$ cat config.mk
export PLATFORM = sky130hd
export DESIGN_NAME = exc_ctrl
export DESIGN_NICKNAME = d
export VERILOG_FILES = /design/src/rtl/exc_ctrl.sv
export SDC_FILE = /design/constraint.sdc
export NUM_CORES = 1
export LEC_CHECK = 0
export BUFFER_PORTS_ARGS = -buffer_cell sky130_fd_sc_hd__buf_2
export CAP_MARGIN = 40
export CORE_ASPECT_RATIO = 1.1
export CORE_MARGIN = 5
export CORE_UTILIZATION = 23
export CTS_BUF_LIST = sky130_fd_sc_hd__clkbuf_8
export CTS_CLUSTER_DIAMETER = 150
export CTS_CLUSTER_SIZE = 14
export DETAILED_ROUTE_END_ITERATION = 16
export GPL_TIMING_DRIVEN = 0
export PLACE_DENSITY = 0.51
export SYNTH_ARGS = -nofsm -noshare
export SYNTH_HDL_FRONTEND = slang
export SYNTH_SLANG_ARGS = --single-unit
$ cat constraint.sdc
create_clock -name clk -period 2.2 [get_ports clk]
set_input_delay 0.66 -clock clk [delete_from_list [all_inputs] [get_ports clk]]
set_output_delay 0.66 -clock clk [all_outputs]
set_load 0.05 [all_outputs]
$ cat src/rtl/exc_ctrl.sv
// exc_ctrl: precise exception initiator feeding CP0.
// Tags ride ID->EX->MEM; MEM decides, then a fixed flush window.
module exc_ctrl #(
  parameter logic [31:0] EXC_VECTOR   = 32'hBFC00380,
  parameter int unsigned FLUSH_CYCLES = 2
) (
  input  logic        clk,
  input  logic        rst,
  input  logic        stall,
  input  logic        if_valid,
  input  logic [31:0] if_pc,
  input  logic        if_adel,
  input  logic        id_ri,
  input  logic        id_sys,
  input  logic        id_bp,
  input  logic        id_eret,
  input  logic        id_bd,
  input  logic        ex_ov,
  input  logic        mem_adel,
  input  logic        mem_ades,
  input  logic [31:0] mem_vaddr,
  input  logic        interupt,
  input  logic        cp0_exl,
  input  logic [31:0] return_addr,
  output logic        execption,
  output logic        ret,
  output logic [4:0]  exc_code,
  output logic [31:0] epc,
  output logic        bd,
  output logic [31:0] bad_vaddr,
  output logic        flush,
  output logic        redirect_valid,
  output logic [31:0] redirect_pc
);

  localparam logic [3:0] CNT_INIT = 4'(FLUSH_CYCLES - 1);

  typedef struct packed {
    logic        v;
    logic [31:0] pc;
    logic        adel;
  } id_tag_t;

  typedef struct packed {
    logic        v;
    logic [31:0] pc;
    logic        bd;
    logic        adel;
    logic        ri;
    logic        sys;
    logic        bp;
    logic        eret;
  } ex_tag_t;

  typedef struct packed {
    logic        v;
    logic [31:0] pc;
    logic        bd;
    logic        adel;
    logic        ri;
    logic        sys;
    logic        bp;
    logic        eret;
    logic        ov;
  } mem_tag_t;

  typedef enum logic {IDLE, FLUSH} state_t;

  id_tag_t  id_q;
  ex_tag_t  ex_q;
  mem_tag_t mem_q;

  state_t     state_q, state_d;
  logic [3:0] cnt_q, cnt_d;

  logic        irq;
  logic        decide;
  logic        fault;
  logic        take;
  logic        eret_go;
  logic        ld_bva;
  logic [4:0]  code;
  logic [31:0] bva;

  always_ff @(posedge clk) begin
    if (rst) begin
      id_q  <= '0;
      ex_q  <= '0;
      mem_q <= '0;
    end else if (flush) begin
      id_q.v  <= 1'b0;
      ex_q.v  <= 1'b0;
      mem_q.v <= 1'b0;
    end else if (!stall) begin
      id_q.v    <= if_valid;
      id_q.pc   <= if_pc;
      id_q.adel <= if_adel;
      ex_q.v    <= id_q.v;
      ex_q.pc   <= id_q.pc;
      ex_q.adel <= id_q.adel;
      ex_q.bd   <= id_bd;
      ex_q.ri   <= id_ri;
      ex_q.sys  <= id_sys;
      ex_q.bp   <= id_bp;
      ex_q.eret <= id_eret;
      mem_q.v    <= ex_q.v;
      mem_q.pc   <= ex_q.pc;
      mem_q.bd   <= ex_q.bd;
      mem_q.adel <= ex_q.adel;
      mem_q.ri   <= ex_q.ri;
      mem_q.sys  <= ex_q.sys;
      mem_q.bp   <= ex_q.bp;
      mem_q.eret <= ex_q.eret;
      mem_q.ov   <= ex_ov;
    end
  end

  // Cause priority at the commit point
  always_comb begin
    irq    = interupt & ~cp0_exl;
    decide = mem_q.v & (state_q == IDLE);
    fault  = 1'b1;
    code   = 5'h00;
    ld_bva = 1'b0;
    bva    = mem_vaddr;
    if (irq) begin
      code = 5'h00;
    end else if (mem_q.adel) begin
      code   = 5'h04;
      ld_bva = 1'b1;
      bva    = mem_q.pc;
    end else if (mem_q.ri) begin
      code = 5'h0A;
    end else if (mem_q.ov) begin
      code = 5'h0C;
    end else if (mem_q.sys) begin
      code = 5'h08;
    end else if (mem_q.bp) begin
      code = 5'h09;
    end else if (mem_adel) begin
      code   = 5'h04;
      ld_bva = 1'b1;
    end else if (mem_ades) begin
      code   = 5'h05;
      ld_bva = 1'b1;
    end else begin
      fault = 1'b0;
    end
    take    = decide & fault;
    eret_go = decide & ~fault & mem_q.eret;
  end

  always_comb begin
    state_d = state_q;
    cnt_d   = cnt_q;
    unique case (state_q)
      IDLE: begin
        if (take | eret_go) begin
          state_d = FLUSH;
          cnt_d   = CNT_INIT;
        end
      end
      FLUSH: begin
        if (cnt_q == 4'd0) state_d = IDLE;
        else cnt_d = cnt_q - 4'd1;
      end
    endcase
  end

  always_ff @(posedge clk) begin
    if (rst) begin
      state_q <= IDLE;
      cnt_q   <= 4'd0;
    end else begin
      state_q <= state_d;
      cnt_q   <= cnt_d;
    end
  end

  always_ff @(posedge clk) begin
    if (rst) begin
      execption      <= 1'b0;
      ret            <= 1'b0;
      exc_code       <= 5'h00;
      epc            <= 32'h0;
      bd             <= 1'b0;
      bad_vaddr      <= 32'h0;
      flush          <= 1'b0;
      redirect_valid <= 1'b0;
      redirect_pc    <= 32'h0;
    end else begin
      execption      <= take;
      ret            <= eret_go;
      redirect_valid <= take | eret_go;
      flush          <= (state_d == FLUSH);
      if (take) begin
        exc_code    <= code;
        epc         <= mem_q.bd ? mem_q.pc - 32'd4 : mem_q.pc;
        bd          <= mem_q.bd;
        redirect_pc <= EXC_VECTOR;
        if (ld_bva) bad_vaddr <= bva;
      end else if (eret_go) begin
        redirect_pc <= return_addr;
      end
    end
  end

endmodule

==> flow_summary_export.csv, run 1 <==
group,metric,value,unit
clock_network,cts_buffers,19,
drt,initialDrtViolationCount,254,
timing,worst-slew-pin-transition,718,ps
run_status,status,"finished, final reports clean",
timing,grt_setup_unrepaired,"true",
grt,grt_remaining_overflow,0,
drt,dr.pass1.iters,5,
timing,maxSlewHeadroom,52.1,%
finish,syn2layout_area_growth,23.7,%
finish,register_area,4450,sq um
worst_setup_path,crit_path_end_kind,"flip-flop",
worst_setup_path,required,2610,ps
synthesis,synth-compound-area-share,16.2,%
synthesis,synth_nets,1185,
die,start_util,23.3,%
placed_design,routabilityCongestion,0.823,
grt,grt_usage,13.5,%
synthesis,yosysSeqAreaShare,51.5,%
synthesis,ys_warn_count,0,
synthesis,synthMuxAreaShare,0.464,%
timing,maxSlewViolCount,0,
worst_setup_path,start_kind,"flip-flop",
synthesis,yosys_most_used_dff,"dfxtp_1",
timing,clock.fmax,481,MHz
power_and_ir_drop,vdd_drop_max,0.000298,V
die,rows,74,
drt,finalWirelength,29.7,mm
drt,drc,0,
synthesis,synth-seq-cells,222,
placed_design,dp_cells,1780,
synthesis,synth-simple-area-share,24.4,%
placed_design,portBuffers,213,
worst_setup_path,critPathMaxFanout,7,
placed_design,dpl_cell_area,10300,sq um
grt,grt_busiest_layer,"met2",
grt,met1_usage,17.1,%
clock_network,cts_htree_levels,1,
grt,met2_usage,22.7,%
timing,final.setup_skew,16.1,ps
drt,wl_per_cell,16.5,um
die,dieArea,41500,sq um
grt,grt_pass1_vias,7778,
die,fp.dieH,213,um
timing,finalCritPeriodShare,94.4,%
clock_network,cts.path.max_buffers,3,
finish,final_area,10700,sq um
die,die_w,195,um
drt,dr_total_vias,7986,
drt,viasPerCell,4.44,
clock_network,clk_latency,550,ps
worst_hold_path,hold_class,"in2reg",
timing,finalSetupTns,0,ps
power_and_ir_drop,p_total,6.96,mW
drt,ant_nets,0,
job,cap_violations,0,
finish,final_cell_mix,"nand2_1, dfxtp_1, buf_2",
synthesis,synthArstFlopShare,0,%
synthesis,synth_cell_types,50,
placed_design,hpwlAfterDp,23.4,mm
synthesis,synthesis.area,8640,sq um
die,core_area,37100,sq um
finish,multi_input_area,3870,sq um
synthesis,synth.avg_cell_area,8.06,sq um
synthesis,synth_top_family_by_area,"simple AND/OR/NAND/NOR gates",
finish,drive_gt1_share,21.5,%
finish,fillers,4126,
synthesis,yosys.area_share.xor_xnor,2.54,%
timing,final_hold_viol_count,0,
finish,n_antenna_cell,0,
clock_network,clock_sinks,222,
power_and_ir_drop,power.leakage,4.12,nW
grt,use_met3,2.86,%
die,io_pins,217,
finish,final_net_count,1419,
power_and_ir_drop,power_density,652,nW/um^2
clock_network,clk_pin_slew,100,ps
finish,final_common_cell,"nand2_1",
synthesis,synthAdderAreaFrac,0.290,%
finish,stdcell_count,1799,
timing,whs,346,ps
clock_network,ctsRootBufferMaster,"clkbuf_8",
grt,grt_start_max_net_pins,15,
grt,antenna_found_initial,8,
worst_setup_path,arrival,2490,ps
grt,grt_pass1_wl,44.6,mm
timing,setup_viol,0,
synthesis,syn_inst,1072,
worst_setup_path,critPathKind,"reg2reg",
clock_network,cts_tree,"done",
timing,min_period,2080,ps
synthesis,synth_edf_count,0,
==> per-layer routing <==
metal	vias up	wire length (um)
met4	16	1070
met1	3616	13000
met5	-	92
met3	67	1680
met2	205	13800
li1	4082	-
==> cells by family after synthesis <==
logic type | count (synthesis)
muxes | 4
AOI/OAI and AO/OA | 233
DFF | 222
xor gates and xnor gates | 25
and+or+nand+nor | 495
other | 1
adders and majority gates | 2
buffers and inverters | 90
==> state kept, by name, summed over array words and instances, names as in the netlist <==
name            cells
bad_vaddr          32
bd                  1
cnt_q               4
epc                32
ex_q               39
exc_code            4
execption           1
flush               1
id_q               34
mem_q              40
redirect_pc        32
redirect_valid      1
ret                 1
==> power by group <==
part / internal [mW] / switching, mW
combinational: 0.221 / 0.421
clock: 0.816 / 1.34
sequential: 4.11 / 0.0608
total: 5.14 / 1.82
==> final timing paths <==
path                   start  depth (start not counted)         endpoint  slack (ps)
max                mem_q[24]                          5          epc[27]         120
min          return_addr[17]                          3  redirect_pc[17]         350
max reg2reg        mem_q[24]                          5          epc[27]         120
min reg2reg         ex_q[23]                          2        mem_q[24]         450
==> what timing repair did <==
| action | in CTS | in global routing |
|---|---|---|
| cloned | 0 | 0 |
| setup buffers | 0 | 1 |
| hold buffers | 0 | 0 |
| gates resized for setup | 7 | 18 |
| setup endpoints to repair | 76 | 156 |
| pin swaps | 0 | 1 |
==> critical path, cell delays in order (launching register included) <==
cell and delay (ps):
dfxtp_1 400, or4_1 560, or3_4 380, nor4_1 320
xnor2_1 180, o21ai_0 100
==> stage by stage <==
step	setup WS [ps]	util, %
5_1_grt	-33.6	28.8
2_1_floorplan	207	-
6_report	123	28.8
3_5_place_dp	-747	27.8
4_1_cts	30.5	28.6
3_3_place_gp	-759	27.8
==> Yosys cell counts (2+ instances only) <==
cell        n  area (sq um)
a211oi_1   15           113
inv_1       7          26.3
nor2_1     77           289
nand3_1    32           160
o211ai_1    2          15.0
a311oi_1   32           280
or3_1       5          31.3
nor2b_1     4          25.0
xor2_1      6          52.6
nand2_1   324          1220
o21ai_0    18          90.1
or4_4       2          22.5
nand4b_1    2          17.5
mux2i_1     4          40.0
ha_1        2          25.0
a31oi_1     2          12.5
nor4_1     11          68.8
a21oi_1   145           726
nand2b_1    4          25.0
nor3_1     13          65.1
buf_6       2          22.5
dfxtp_1   222          4440
clkbuf_1   72           270
clkbuf_8    3          41.3
xnor2_1    19           166
a221oi_1   11          96.3
or4_1       3          22.5
or2_2       7          43.8
buf_2       5          25.0
==> cell type report <==
class	count	area share [%]
Sequential cell	222	41.6
Multi-Input combinational cell	760	36.2
Timing Repair Buffer	215	10.1
Tap cell	494	5.79
Buffer	81	3.46
Clock buffer	20	2.58
Inverter	7	0.246
(Power assumes the default switching activity.)
==> run 2, diff against run 1 <==
==> constraint.sdc (replaced) <==
create_clock -name clk -period 2.2 [get_ports clk]
set_input_delay 0.44 -clock clk [delete_from_list [all_inputs] [get_ports clk]]
set_output_delay 0.44 -clock clk [all_outputs]
set_load 0.05 [all_outputs]
==> run 2 against run 1 <==
Compared with the run above: fmax is essentially flat; clock-buffer cell count stayed put; sequential power is essentially flat; setup slack about the same; power is essentially flat; cell count is the same; routed wire length rose by 0.14%; clock skew grew 1.3 ps.
==> flow_summary_export.csv, run 2 (synthesis gave the netlist of run 1 again) <==
group,metric,value,unit
finish,largest_reg_flops,40,
clock_network,clock_sinks,222,
clock_network,ctsRootBufferMaster,"clkbuf_8",
power_and_ir_drop,p_total,6.96,mW
grt,grt_remaining_overflow,0,
finish,fillers,4124,
die,core_area,37100,sq um
finish,syn2layout_area_growth,23.7,%
finish,final_common_cell,"nand2_1",
timing,setup_viol,0,
worst_setup_path,critPathKind,"reg2reg",
timing,maxSlewHeadroom,47.1,%
clock_network,cts.path.max_buffers,3,
clock_network,cts_buffers,19,
power_and_ir_drop,power.leakage,4.11,nW
finish,stdcell_count,1799,
clock_network,hold_buffers,0,
clock_network,cts_tree,"done",
clock_network,cts_htree_levels,1,
timing,final_hold_viol_count,0,
die,rows,74,
timing,final.setup_skew,17.3,ps
drt,ant_nets,0,
die,io_pins,217,
finish,final_cell_mix,"nand2_1, dfxtp_1, buf_2",
drt,initialDrtViolationCount,278,
finish,reg_top3,"mem_q x40, ex_q x39, id_q x34",
timing,worst-slew-pin-transition,793,ps
drt,wl_per_cell,16.5,um
finish,drive_gt1_share,21.4,%
drt,drc,0,
drt,viasPerCell,4.44,
worst_setup_path,start_kind,"flip-flop",
clock_network,clk_pin_slew,100,ps
placed_design,hpwlAfterDp,23.4,mm
timing,clock.fmax,481,MHz
timing,grt_setup_unrepaired,"true",
grt,grt_pass1_vias,7781,
drt,finalWirelength,29.7,mm
run_status,status,"finished, final reports clean",
job,cap_violations,0,
timing,maxSlewViolCount,0,
grt,grt_pass1_wl,44.6,mm
timing,min_period,2080,ps
placed_design,dp_cells,1780,
grt,antenna_found_initial,8,
finish,n_antenna_cell,0,
power_and_ir_drop,vdd_drop_max,0.000298,V
finish,final_net_count,1419,
grt,grt_usage,13.5,%
placed_design,routabilityCongestion,0.823,
drt,dr.pass1.iters,4,
timing,finalCritPeriodShare,94.4,%
placed_design,portBuffers,213,
die,fp.dieH,213,um
die,dieArea,41500,sq um
power_and_ir_drop,power_density,652,nW/um^2
worst_setup_path,arrival,2490,ps
worst_setup_path,required,2610,ps
clock_network,clk_latency,550,ps
worst_setup_path,critPathMaxFanout,7,
die,die_w,195,um
worst_setup_path,crit_path_end_kind,"flip-flop",
worst_hold_path,hold_class,"in2reg",
finish,largest-register,"mem_q",
drt,dr_total_vias,7996,
die,start_util,23.3,%
grt,grt_start_max_net_pins,15,
run 2: what timing repair did:
| action | 4_1_cts | 5_1_grt |
|---|---|---|
| gates resized for setup | 6 | 18 |
| buffers inserted | 0 | 1 |
| pin swaps | 0 | 1 |
| setup endpoints to repair | 73 | 156 |
run 2: critical path, stage by stage (launching register included):
cell and delay (ps):
dfxtp_1 400, or4_1 560, or3_4 380, nor4_1 320, xnor2_1 180, o21ai_0 100
run 2: power breakdown:
part / internal [mW] / switching [mW] / total [mW]
registers: 4.10 / 0.0608 / 4.17
clock network: 0.816 / 1.34 / 2.15
logic: 0.221 / 0.421 / 0.643
run 2: area by class of cell:
| cell class | instances | area, sq um | share of cell area (%) |
|---|---|---|---|
| Sequential cell | 222 | 4450 | 41.6 |
| Timing Repair Buffer | 215 | 1080 | 10.1 |
| Clock buffer | 20 | 275 | 2.58 |
| Multi-Input combinational cell | 760 | 3870 | 36.2 |
| Tap cell | 494 | 618 | 5.79 |
| Inverter | 7 | 26.3 | 0.246 |
| Buffer | 81 | 368 | 3.44 |
run 2: path summary, 6_finish.rpt:
path | startpoint | cells past startpoint | to | slack, ps
setup / recovery | mem_q[24] | 5 | epc[27] | 120
hold reg to reg | ex_q[23] | 2 | mem_q[24] | 450
hold / removal | return_addr[17] | 3 | redirect_pc[17] | 120
setup reg to reg | mem_q[24] | 5 | epc[27] | 120
run 2: through the flow:
step                util [%]  hold WS (ps)  worst slack (ps)  cell area [sq um]  setup TNS (ps)
floorplan                  -           430               207               8640               0
global placement        27.8           430              -570              10300          -33730
detailed placement      27.8           442              -532              10300          -17650
CTS                     28.6          93.3              30.5              10600               0
global route            28.8           113             -33.6              10700            -131
finish                  28.8           124               123              10700               0
run 2: per-layer routing:
metal	part of all wire [%]	track usage [%]	wire [um]
met1	44	17.1	13100
met4	3.5	5.18	1030
met2	47	22.7	13800
met3	5.6	2.86	1670
met5	0.31	0	92
